## config.mk

```make
export PLATFORM = sky130hd
export DESIGN_NAME = obstacle_streamer
export DESIGN_NICKNAME = d
export VERILOG_FILES = /design/src/rtl/obstacle_pkg.sv /design/src/rtl/obstacle_row_gen.sv /design/src/rtl/obstacle_streamer.sv
export SDC_FILE = /design/constraint.sdc
export NUM_CORES = 1
export LEC_CHECK = 0
export CORE_MARGIN = 2
export CORE_UTILIZATION = 58
export CTS_CLUSTER_DIAMETER = 40
export DETAILED_ROUTE_END_ITERATION = 16
export DONT_BUFFER_PORTS = 1
export GPL_TIMING_DRIVEN = 0
export PLACE_DENSITY = 0.76
export SLEW_MARGIN = 5
export SYNTH_ARGS = -nofsm -noshare
export SYNTH_HDL_FRONTEND = slang
export SYNTH_HIERARCHICAL = 1
export SYNTH_SLANG_ARGS = --single-unit
```

## constraint.sdc

```tcl
create_clock -name clk -period 4.8 [get_ports clk]
set_input_delay 1.2 -clock clk [delete_from_list [all_inputs] [get_ports clk]]
set_output_delay 1.2 -clock clk [all_outputs]
set_load 0.02 [all_outputs]
```

## src/rtl/obstacle_pkg.sv

```systemverilog
// obstacle_pkg: shared obstacle types, bus field layout, lane entry format
// and the LFSR step used for row generation.
package obstacle_pkg;

  typedef enum logic [2:0] {
    OBS_EMPTY = 3'b000,
    OBS_LOW   = 3'b001,
    OBS_HIGH  = 3'b010,
    OBS_MID   = 3'b011,
    OBS_TRAIN = 3'b100,
    OBS_RAMP  = 3'b101
  } obs_type_e;

  // Obstacle word layout: [15:13] type, [12:11] lane, [10:0] depth
  localparam int TYPE_MSB  = 15;
  localparam int TYPE_LSB  = 13;
  localparam int LANE_MSB  = 12;
  localparam int LANE_LSB  = 11;
  localparam int DEPTH_MSB = 10;
  localparam int DEPTH_LSB = 0;

  // The first half of a ramp is reported one ring-length further away
  localparam int RAMP_FIRST_OFFSET = 256;

  localparam int          NUM_LANES    = 3;
  localparam logic [15:0] DEFAULT_SEED = 16'hACE1;

  // ramp_half: 0 = first (low) half, 1 = second half
  typedef struct packed {
    logic      ramp_half;
    obs_type_e kind;
  } lane_entry_t;

  typedef lane_entry_t [NUM_LANES-1:0] row_t;

  typedef enum logic {
    ST_IDLE   = 1'b0,
    ST_STREAM = 1'b1
  } stream_state_e;

  // Fibonacci LFSR x^16+x^14+x^13+x^11+1, shifting towards the MSB
  function automatic logic [15:0] lfsr_next(input logic [15:0] s);
    return {s[14:0], s[15] ^ s[13] ^ s[12] ^ s[10]};
  endfunction

endpackage

```

## src/rtl/obstacle_row_gen.sv

```systemverilog
// obstacle_row_gen: LFSR-driven generator for one new track row.
// The row is combinational from the current LFSR state and the previous
// last row; the LFSR steps only when the row is consumed (step_i).
// Optional feature macro: OBSTACLE_TRAINS_EN (draw 7 with lfsr[9]=0 gives a
// train when defined, an empty lane otherwise).
module obstacle_row_gen
  import obstacle_pkg::*;
#(
  parameter logic [15:0] SEED = 16'hACE1
) (
  input  logic clk,
  input  logic rst_n,
  input  logic step_i,
  input  row_t prev_row_i,
  output row_t row_o
);

  // An all-zero seed would lock the LFSR, so it falls back to the default
  localparam logic [15:0] SEED_EFF = (SEED == 16'h0000) ? DEFAULT_SEED : SEED;

  logic [15:0] lfsr_q;
  logic [15:0] lfsr_d;
  row_t        forced;
  logic [2:0]  open;
  logic [1:0]  block_lane;

  // Map a 3-bit draw to a lane entry, then complete any pending ramp
  function automatic lane_entry_t gen_lane(input logic [2:0]  draw,
                                           input logic        ramp_sel,
                                           input lane_entry_t prev);
    lane_entry_t e;
    e.ramp_half = 1'b0;
    case (draw)
      3'd4: e.kind = OBS_LOW;
      3'd5: e.kind = OBS_HIGH;
      3'd6: e.kind = OBS_MID;
      3'd7: begin
        if (ramp_sel) begin
          e.kind = OBS_RAMP;
        end else begin
`ifdef OBSTACLE_TRAINS_EN
          e.kind = OBS_TRAIN;
`else
          e.kind = OBS_EMPTY;
`endif
        end
      end
      default: e.kind = OBS_EMPTY;
    endcase
    if (prev.kind == OBS_RAMP && !prev.ramp_half) begin
      e.kind      = OBS_RAMP;
      e.ramp_half = 1'b1;
    end
    return e;
  endfunction

  assign lfsr_d = step_i ? lfsr_next(lfsr_q) : lfsr_q;

  // LFSR state register, stepped once per generated row
  always_ff @(posedge clk or negedge rst_n) begin
    if (!rst_n) lfsr_q <= SEED_EFF;
    else        lfsr_q <= lfsr_d;
  end

  for (genvar l = 0; l < NUM_LANES; l++) begin : g_lane
    assign forced[l] = gen_lane(lfsr_q[3*l +: 3], lfsr_q[9], prev_row_i[l]);
    // A lane is passable when empty or when it is the landing half of a ramp
    assign open[l]   = (forced[l].kind == OBS_EMPTY) || forced[l].ramp_half;
  end

  assign block_lane = (lfsr_q[15:14] == 2'd3) ? 2'd0 : lfsr_q[15:14];

  // Clear one lane if the drawn row would wall off every lane
  always_comb begin
    row_o = forced;
    if (~|open) row_o[block_lane] = '{ramp_half: 1'b0, kind: OBS_EMPTY};
  end

endmodule

```

## src/rtl/obstacle_streamer.sv

```systemverilog
// obstacle_streamer: keeps a ring of upcoming rows, adds a row at every
// half-block boundary and replays all rows as a burst of obstacle words
// after each frame strobe. Optional feature macro: OBSTACLE_TRAINS_EN
// (handled inside obstacle_row_gen).
module obstacle_streamer
  import obstacle_pkg::*;
#(
  parameter int          HALF_BLOCK_LENGTH = 64,
  parameter int          SPEED             = 1,
  parameter int          NUM_ROWS          = 4,
  parameter logic [15:0] SEED              = 16'hACE1
) (
  input  logic        clk,
  input  logic        rst_n,
  input  logic        new_frame,
  input  logic        game_over,
  output logic [15:0] obstacle,
  output logic        obstacle_valid,
  output logic        firstrow,
  output logic        stream_done
);

  localparam int PROG_W = 8;
  localparam int HEAD_W = (NUM_ROWS > 1) ? $clog2(NUM_ROWS) : 1;
  localparam int RC_W   = $clog2(NUM_ROWS + 1);

  logic [PROG_W-1:0] progress_q, progress_d;
  logic [HEAD_W-1:0] head_q, head_d, prev_idx;
  row_t              ring_q [NUM_ROWS];
  row_t              ring_d [NUM_ROWS];
  row_t              gen_row;
  logic              gen_step;

  stream_state_e     state_q, state_d;
  logic [RC_W-1:0]   rc_q, rc_d, rc_sel;
  logic [1:0]        lc_q, lc_d, lc_sel;
  logic              emit, done_d;

  logic [HEAD_W:0]   ridx;
  lane_entry_t       entry;
  logic [10:0]       depth;
  logic [15:0]       word_d;

  logic [15:0]       obstacle_q;
  logic              vld_q, first_q, done_q;

  assign prev_idx = (head_q == '0) ? HEAD_W'(NUM_ROWS - 1) : head_q - HEAD_W'(1);

  obstacle_row_gen #(.SEED(SEED)) u_row_gen (
    .clk       (clk),
    .rst_n     (rst_n),
    .step_i    (gen_step),
    .prev_row_i(ring_q[prev_idx]),
    .row_o     (gen_row)
  );

  // Progress/ring next state: advance on a live frame, shift at the boundary
  always_comb begin
    progress_d = progress_q;
    head_d     = head_q;
    ring_d     = ring_q;
    gen_step   = 1'b0;
    if (new_frame && !game_over) begin
      if (progress_q < PROG_W'(HALF_BLOCK_LENGTH - SPEED)) begin
        progress_d = progress_q + PROG_W'(SPEED);
      end else begin
        progress_d     = '0;
        head_d         = (head_q == HEAD_W'(NUM_ROWS - 1)) ? '0 : head_q + HEAD_W'(1);
        ring_d[head_q] = gen_row;
        gen_step       = 1'b1;
      end
    end
  end

  // Progress, head and ring storage
  always_ff @(posedge clk or negedge rst_n) begin
    if (!rst_n) begin
      progress_q <= '0;
      head_q     <= '0;
      for (int i = 0; i < NUM_ROWS; i++) ring_q[i] <= '0;
    end else begin
      progress_q <= progress_d;
      head_q     <= head_d;
      ring_q     <= ring_d;
    end
  end

  // Burst state register
  always_ff @(posedge clk or negedge rst_n) begin
    if (!rst_n) begin
      state_q <= ST_IDLE;
      rc_q    <= '0;
      lc_q    <= '0;
    end else begin
      state_q <= state_d;
      rc_q    <= rc_d;
      lc_q    <= lc_d;
    end
  end

  // Burst sequencing: a frame strobe always restarts at row 0 lane 0
  always_comb begin
    state_d = state_q;
    rc_d    = rc_q;
    lc_d    = lc_q;
    rc_sel  = rc_q;
    lc_sel  = lc_q;
    emit    = 1'b0;
    done_d  = 1'b0;
    if (new_frame) begin
      state_d = ST_STREAM;
      emit    = 1'b1;
      rc_sel  = '0;
      lc_sel  = '0;
      rc_d    = '0;
      lc_d    = 2'd1;
    end else if (state_q == ST_STREAM) begin
      if (rc_q == RC_W'(NUM_ROWS)) begin
        state_d = ST_IDLE;
        done_d  = 1'b1;
      end else begin
        emit = 1'b1;
        if (lc_q == 2'd2) begin
          lc_d = 2'd0;
          rc_d = rc_q + RC_W'(1);
        end else begin
          lc_d = lc_q + 2'd1;
        end
      end
    end
  end

  // Word assembly from post-update state so the first word already sees it
  always_comb begin
    ridx = {1'b0, head_d} + (HEAD_W+1)'(rc_sel);
    if (ridx >= (HEAD_W+1)'(NUM_ROWS)) ridx = ridx - (HEAD_W+1)'(NUM_ROWS);
    entry = ring_d[ridx[HEAD_W-1:0]][lc_sel];
    depth = (11'(rc_sel) + 11'd1) * 11'(HALF_BLOCK_LENGTH) - 11'(progress_d) - 11'd1;
    if (entry.kind == OBS_RAMP && !entry.ramp_half) depth = depth + 11'(RAMP_FIRST_OFFSET);
    word_d                      = '0;
    word_d[TYPE_MSB:TYPE_LSB]   = entry.kind;
    word_d[LANE_MSB:LANE_LSB]   = lc_sel;
    word_d[DEPTH_MSB:DEPTH_LSB] = depth;
  end

  // Registered outputs; word and firstrow read as zero outside valid cycles
  always_ff @(posedge clk or negedge rst_n) begin
    if (!rst_n) begin
      obstacle_q <= '0;
      vld_q      <= 1'b0;
      first_q    <= 1'b0;
      done_q     <= 1'b0;
    end else begin
      obstacle_q <= emit ? word_d : '0;
      vld_q      <= emit;
      first_q    <= emit && (rc_sel == '0);
      done_q     <= done_d;
    end
  end

  assign obstacle       = obstacle_q;
  assign obstacle_valid = vld_q;
  assign firstrow       = first_q;
  assign stream_done    = done_q;

endmodule

```

Word-level counts from Yosys, hierarchy flattened. Cells that the tools add are included.

Word-level logic and storage cells: 159. Register bits after elaboration: 98. Output and inout bits: 19. Input port bits: 4.

$lt $le $gt $ge: 9. $add $sub $neg: 11. Bitwise operators: 8. Reductions and logical operators: 26. Multiplexer cells: 51. Eq/ne operators: 21.

Operators by type and width (count): two-way mux 48 bit (2); two-way mux 12 bit (6); == test 3 bit, second input constant (17); binary-select mux 12 bit (select 2 bit) (2); bitwise mux 48 bit (1); one-hot mux 3 bit (4 select lines) (3); demux 12 bit (select 2 bit) (1); two-way mux 2 bit (11); two-way mux 4 bit (5); two-way mux 3 bit (6); two-way mux 16 bit (1); two-way mux 8 bit (2); AND 12 bit (1); greater-or-equal comparator 3 bit, second input constant (4); logical NOT 3 bit (4); NOT 12 bit (1); adder 11 x 9 -> 11 bit, second input constant (1); two-way mux 11 bit (1); subtractor 10 x 8 -> 11 bit (1); subtractor 11 x 1 -> 11 bit, second input constant (1); NOT 2 -> 3 bit (3); adder 8 x 1 -> 8 bit, second input constant (1); binary-select mux 4 bit (select 2 bit) (1); demux 4 bit (select 2 bit) (1); 21 further kinds (49).

Logic depth before layout (Yosys ltp). Gate-level depths: netlist of the first run.

Word-level depth: 25. Depth in mapped cells: 16. Gate-level depth less buffers: 15.

Modules after synthesis. Netlist of the first run, hierarchy kept.

By module, submodules not included: obstacle_streamer (cells an instance 343, area each 4301.6 um2, seq. area each 2052.0 um2, instances 1); obstacle_row_gen (cells an instance 80, area each 980.9 um2, seq. area each 410.4 um2, instances 1).

Worst setup path before layout of the first run. Ideal clock, no wire load.

Path type: flip-flop to flip-flop. Start: register head_q[0]. End: register obstacle_q[10] (netlist: obstacle[10]). Required time: 4.672 ns. Arrival time: 4.585 ns. Path slack: 0.087 ns. Library setup time: 0.128 ns. Buffers on the path: 1. Stages on the path, launching flop included: 16. Period minus slack after synthesis: 4.713 ns. Path through: dfrtp_1 -> inv_1 -> ha_1 -> nor2_1 -> buf_1 -> mux4_2 -> nor4bb_4 -> nor4_4 -> a31oi_1 -> mux2_2 -> mux4_1 -> nor2b_1 -> a211oi_2 -> nand4bb_2 -> nor2_1 -> mux2_1.

RTL lines: start, declared (RTL line obstacle_streamer.sv:28) `logic [HEAD_W-1:0] head_q, head_d, prev_idx;`; start signal, assigned (RTL line obstacle_streamer.sv:79) `head_q <= '0;`; start signal, assigned (RTL line obstacle_streamer.sv:83) `head_q <= head_d;`; end signal, assigned (RTL line obstacle_streamer.sv:154) `obstacle_q <= emit ? word_d : '0;`; end, declared (RTL line obstacle_streamer.sv:44) `logic [15:0] obstacle_q;`.

==> results of run 1 <==
[logic make-up after synthesis]
logic type | count (synthesis) | synth area share, %
compound gates | 72 | 10.28
xor+xnor | 16 | 2.653
fa+ha+maj | 16 | 3.932
buf+inv | 36 | 3.150
flops | 98 | 46.61
mux | 84 | 21.46
simple gates | 101 | 11.91
[metrics by stage]
step	total power, mW	setup slack, ps	hold WS (ps)
2_1_floorplan	1.046	87.12	449.4
3_3_place_gp	1.079	-624.8	480.3
3_5_place_dp	1.083	-772.5	481.3
4_1_cts	1.590	8.704	503.1
5_1_grt	1.648	-48.00	498.7
6_report	1.588	79.08	495.8
[final cells by class]
class	instances	area share, %
flip-flops and latches	98	42.56
repair buffers	7	0.9083
clock inverters	7	1.125
inverters	16	1.038
clock buffers	9	2.141
multi-input cells	290	47.69
plain buffers	20	2.206
well taps	108	2.336
[worst reg2reg max path: stages, from the launching register on]
cell       delay [ps]
dfrtp_1           450
inv_1             100
ha_2              240
nor2_4            150
buf_12            180
mux4_2            520
nor4bb_4          180
buf_4             170
nor4_4            520
a41oi_2           300
mux2_2            350
mux4_1            500
a211oi_1          380
nand4bb_4         240
nor2_1             60
mux2_1            300
[synthesized netlist by cell type, types with 5 or more instances]
library cell	n
nand2_1	17
xnor2_1	6
nand3b_1	6
o211ai_1	14
inv_1	16
o21ai_0	7
mux2_2	60
dfrtp_1	90
nand3_1	5
a21boi_0	6
or2_2	13
mux2i_1	5
a21oi_1	11
nor2b_1	5
dfstp_2	8
buf_2	7
mux4_2	14
nor2_1	26
ha_1	15
nor3b_1	5
a31oi_1	6
clkbuf_1	8
a41oi_1	6
xor2_1	10
[worst min-delay path by stage]
stage          slack (ps)  cells past startpoint     startpoint             to
6_report              500                      2  progress_q[6]  progress_q[6]
5_1_grt               500                      0          rst_n       firstrow
4_1_cts               500                      0          rst_n        rc_q[1]
3_5_place_dp          480                      2  progress_q[6]  progress_q[6]
3_3_place_gp          480                      2  progress_q[6]  progress_q[6]
2_1_floorplan         450                      2  progress_q[6]  progress_q[6]
[placed cells by master, fill, tap and decap left out, drive strengths merged, types with 8 or more instances in the layout]
| master | instances |
|---|---|
| dfstp | 8 |
| a21oi | 11 |
| inv | 18 |
| nor2 | 26 |
| ha | 15 |
| nand2 | 19 |
| mux4 | 16 |
| o211ai | 14 |
| dfrtp | 90 |
| clkbuf | 16 |
| mux2 | 62 |
| buf | 20 |
| or2 | 15 |
| xor2 | 10 |
[power by group]
group	total [mW]	switching, mW	internal, mW
combinational	0.143	0.0784	0.0643
sequential	0.933	0.0636	0.869
clock	0.512	0.314	0.198
[repair_timing]
item                                   4_1_cts  5_1_grt
cloned                                       1        0
setup endpoints to repair                    6        3
pin swaps                                    4        2
resized for setup                           10       21
endpoints found under the hold margin        0        0
buffers inserted                             5        2
[layer usage]
layer  share of wire [%]  wire length, µm  track usage (%)
met1                  43             4818            32.49
met2                  50             5654            39.76
met3                 5.0              566            4.076
met4                 2.5              278            9.694
met5                   0                0                0
[registers in the layout, indices dropped and copies added, names as in the netlist, 2 cells and up]
register          flops
ring_q               48
obstacle             16
u_row_gen/lfsr_q     16
progress_q            8
rc_q                  3
head_q                2
lc_q                  2
==> metrics.cfg, run 1 <==
[critical_path]
cp_data_arrival_time_ps = 4990
end_kind = flop
r2r-start = head_q[1]
cp_max_fo = 10
path_delay_family = multiplexers
crit_chain = inv_1 -> ha_2 -> nor2_4 -> buf_12 -> mux4_2 -> nor4bb_4 -> buf_4 -> nor4_4 -> a41oi_2 -> mux2_2 -> mux4_1 -> a211oi_1 -> nand4bb_4 -> nor2_1 -> mux2_1
crit_buf_inv = 3
critPathLaunchType = flop
ff2ff_setup_slack_ps = 80
rr_worst_depth = 15
path_class = flop to flop
r2r_end = obstacle[10]
critical-path-max-stage-delay_ps = 520
worst_ep_required_time_ps = 5070
setup.worst_path.end = obstacle[10]
crit_cells = 15
slowest_stage = nor4_4
cp-startpoint = head_q[1]

[run]
drv_cap = 0

[pwr]
ir_drop_v = 0.0002130
power.density_mw_per_mm2 = 274.4
p_leak_nw = 2.704

[timing]
setup_viol = 0
finalMaxSlewViolations = 0
fin_crit_ps = 4721
worst_pin_slew_ps = 909.9
fin_skew_ps = 10.48
relSlewSlack_pct = 39.21
period_share_pct = 98.35
fmax_mhz = 211.8
finalHoldViolations = 0
fin_setup_tns_ps = 0

[layout]
seq_area_mm2 = 0.002462
fillers = 657
nets = 462
stdcell_area_mm2 = 0.005786
finish.utilization_pct = 66.02
multiInputGateArea_mm2 = 0.002759
syn2layout_area_growth_pct = 9.522
diodes = 0
fin_cells = 555
drive_gt1_share_pct = 36.69

[detailed_routing]
ant_nets = 0
drc = 0
vias = 3547
drtIter0Drc = 200
totalWireLength_um = 11320
drt-vias-per-instance = 6.391
post_drt_wl_per_cell_um = 20.39
drtPass1Iterations = 5

[floorplan]
dieArea_mm2 = 0.009887
die_x_um = 99.44
start_util_pct = 60.28
core_area_mm2 = 0.008763
io_pins = 23
die_y_um = 99.44
fp-row-count = 34

[synthesis]
synth-main-ff-cell = dfrtp_1
ys_ff_latch = 98
synth_nets = 443
yosys-top-cells-area = dfrtp_1, mux2_2, mux4_2, dfstp_2, ha_1
ys_seq_area_share_pct = 46.61
yosys.area.top_type = dfrtp_1
synth_cell_types = 61
async_flop_share_pct = 100.0
synthCells = 423
synth_top_area_share_pct = 42.63
ys_warn_count = 6
synth_edf_count = 0
syn-mean-instance-area_um2 = 12.49
syn_area_mm2 = 0.005283

[clock_tree]
cts_tree = built
path_clk_slew_ps = 100
hold_buffers = 0
htreeDepth = 3
clockBufferDepth = 2
cts-root-buf = clkbuf_8
clock_sinks = 98
insertion_delay_ps = 370
cts_buffers = 9

[placement]
gp_congestion = 0.8342
io_buffers = 0
place_inst = 531
hpwlAfterDp_um = 7670
dpl_cell_area_mm2 = 0.005418

[grt]
gr-total-overflow = 0
track_usage_pct = 24.24
grt_pass1_wl_um = 18620
grt_max_degree = 99
grt_antenna_before_repair = 0
grt_pass1_vias = 3716

[worst_hold_path]
hold_path.class = flop to flop

[status]
status = finished clean

(Power assumes the default switching activity.)
==> inputs of run 2 (changes only) <==
Settings changed: CTS_BUF_LIST set to sky130_fd_sc_hd__clkbuf_16.
==> metrics.cfg, run 2 (synthesis results as in run 1) <==
[timing]
finalMaxSlewViolations = 0
finalHoldViolations = 0
worst_pin_slew_ps = 900.0
relSlewSlack_pct = 39.87
setup_viol = 0
fin_setup_tns_ps = 0
fin_crit_ps = 4693
period_share_pct = 97.77
fin_skew_ps = 8.166
fmax_mhz = 213.1

[detailed_routing]
ant_nets = 0
drt-vias-per-instance = 6.343
drc = 0
totalWireLength_um = 11400
post_drt_wl_per_cell_um = 20.46
drtPass1Iterations = 4
vias = 3533
drtIter0Drc = 190

[layout]
nets = 464
layout_commonest_cell = dfrtp_1
drive_gt1_share_pct = 36.75
largest_reg_flops = 48
top_register = ring_q
fillers = 632
diodes = 0
stdcell_area_mm2 = 0.005896
layout_common_cells = dfrtp_1, mux2_2, nor2_1, nand2_1, inv_1
multiInputGateArea_mm2 = 0.002753
syn2layout_area_growth_pct = 11.61
seq_area_mm2 = 0.002462

[floorplan]
dieArea_mm2 = 0.009887
die_y_um = 99.44
fp-row-count = 34
die_x_um = 99.44
io_pins = 23
start_util_pct = 60.28
core_area_mm2 = 0.008763

[clock_tree]
clock_sinks = 98
cts_tree = built
cts_buffers = 9
insertion_delay_ps = 350
clockBufferDepth = 2
path_clk_slew_ps = 70
cts-root-buf = clkbuf_16
htreeDepth = 3
hold_buffers = 0

[pwr]
ir_drop_v = 0.0002468
power.density_mw_per_mm2 = 301.5
p_leak_nw = 2.760

[grt]
grt_pass1_wl_um = 18690
gr-total-overflow = 0
grt_pass1_vias = 3695
track_usage_pct = 24.42
grt_max_degree = 99
grt_antenna_before_repair = 0

[critical_path]
cp_max_fo = 10
path_class = flop to flop
critPathLaunchType = flop
end_kind = flop
r2r-start = head_q[1]
rr_worst_depth = 16
cp-startpoint = head_q[1]
worst_ep_required_time_ps = 5040
cp_data_arrival_time_ps = 4930

[worst_hold_path]
hold_depth = 2
hold_path.class = flop to flop
worstHoldStart = progress_q[6]

[run]
drv_cap = 0

[placement]
io_buffers = 0
hpwlAfterDp_um = 7670
gp_congestion = 0.8342
dpl_cell_area_mm2 = 0.005418

[status]
status = finished clean

run 2: critical path, stage by stage, from the launching register on:
cell and delay (ps):
dfrtp_1 430, inv_1 100, ha_2 240, nor2_4 160, buf_12 180, mux4_2 510, nor4bb_4 180, buf_4 170
nor4_4 480, buf_4 200, a41oi_2 190, mux2_2 330, mux4_2 510, a211oi_4 300, nand4bb_4 230, nor2_1 60
mux2_1 300
run 2: area by class of cell:
type | count | area share, %
inverter | 16 | 1.019
buffer | 20 | 2.165
clock inverter | 7 | 1.104
timing repair buffer | 9 | 1.146
tap | 108 | 2.292
sequential | 98 | 41.77
clock buffer | 9 | 3.820
multi-input combinational | 290 | 46.69
run 2: per-stage QoR:
step	total power, mW	util [%]	setup slack, ps	hold WS (ps)	cells
finish	1.777	67.28	107.2	490.7	557
floorplan	1.046	-	87.12	449.4	423
CTS	1.776	66.02	10.74	498.1	554
detailed placement	1.083	61.82	-772.5	481.3	531
global route	1.836	67.28	-25.02	530.4	557
global placement	1.079	61.82	-624.8	480.3	531
run 2: metal layers:
| layer | wire length (µm) | global-route usage, % | vias up |
|---|---|---|---|
| li1 | - | - | 1593 |
| met1 | 5017 | 32.86 | 1841 |
| met2 | 5672 | 39.81 | 76 |
| met3 | 432 | 3.795 | 23 |
| met4 | 272 | 10.43 | 0 |
| met5 | 0 | 0 | - |
run 2: repair_timing:
| item | 4_1_cts | 5_1_grt |
|---|---|---|
| setup endpoints to repair | 6 | 3 |
| buffers inserted | 6 | 3 |
| pin swaps | 4 | 2 |
| cloned | 1 | 0 |
| gates resized for setup | 10 | 21 |
run 2: path summary, 6_finish.rpt:
kind,slack [ps],end
min in group asynchronous,540,ring_q[4]
setup reg to reg,110,obstacle[10]
setup / recovery,110,obstacle[10]
max in group asynchronous,4070,u_row_gen/lfsr_q[13]
hold / removal,490,progress_q[6]
hold reg to reg,490,progress_q[6]
run 2: report_power, final:
part	switching, mW	internal (mW)
clock	0.339	0.362
combinational	0.0783	0.0649
sequential	0.0638	0.869
total	0.481	1.30
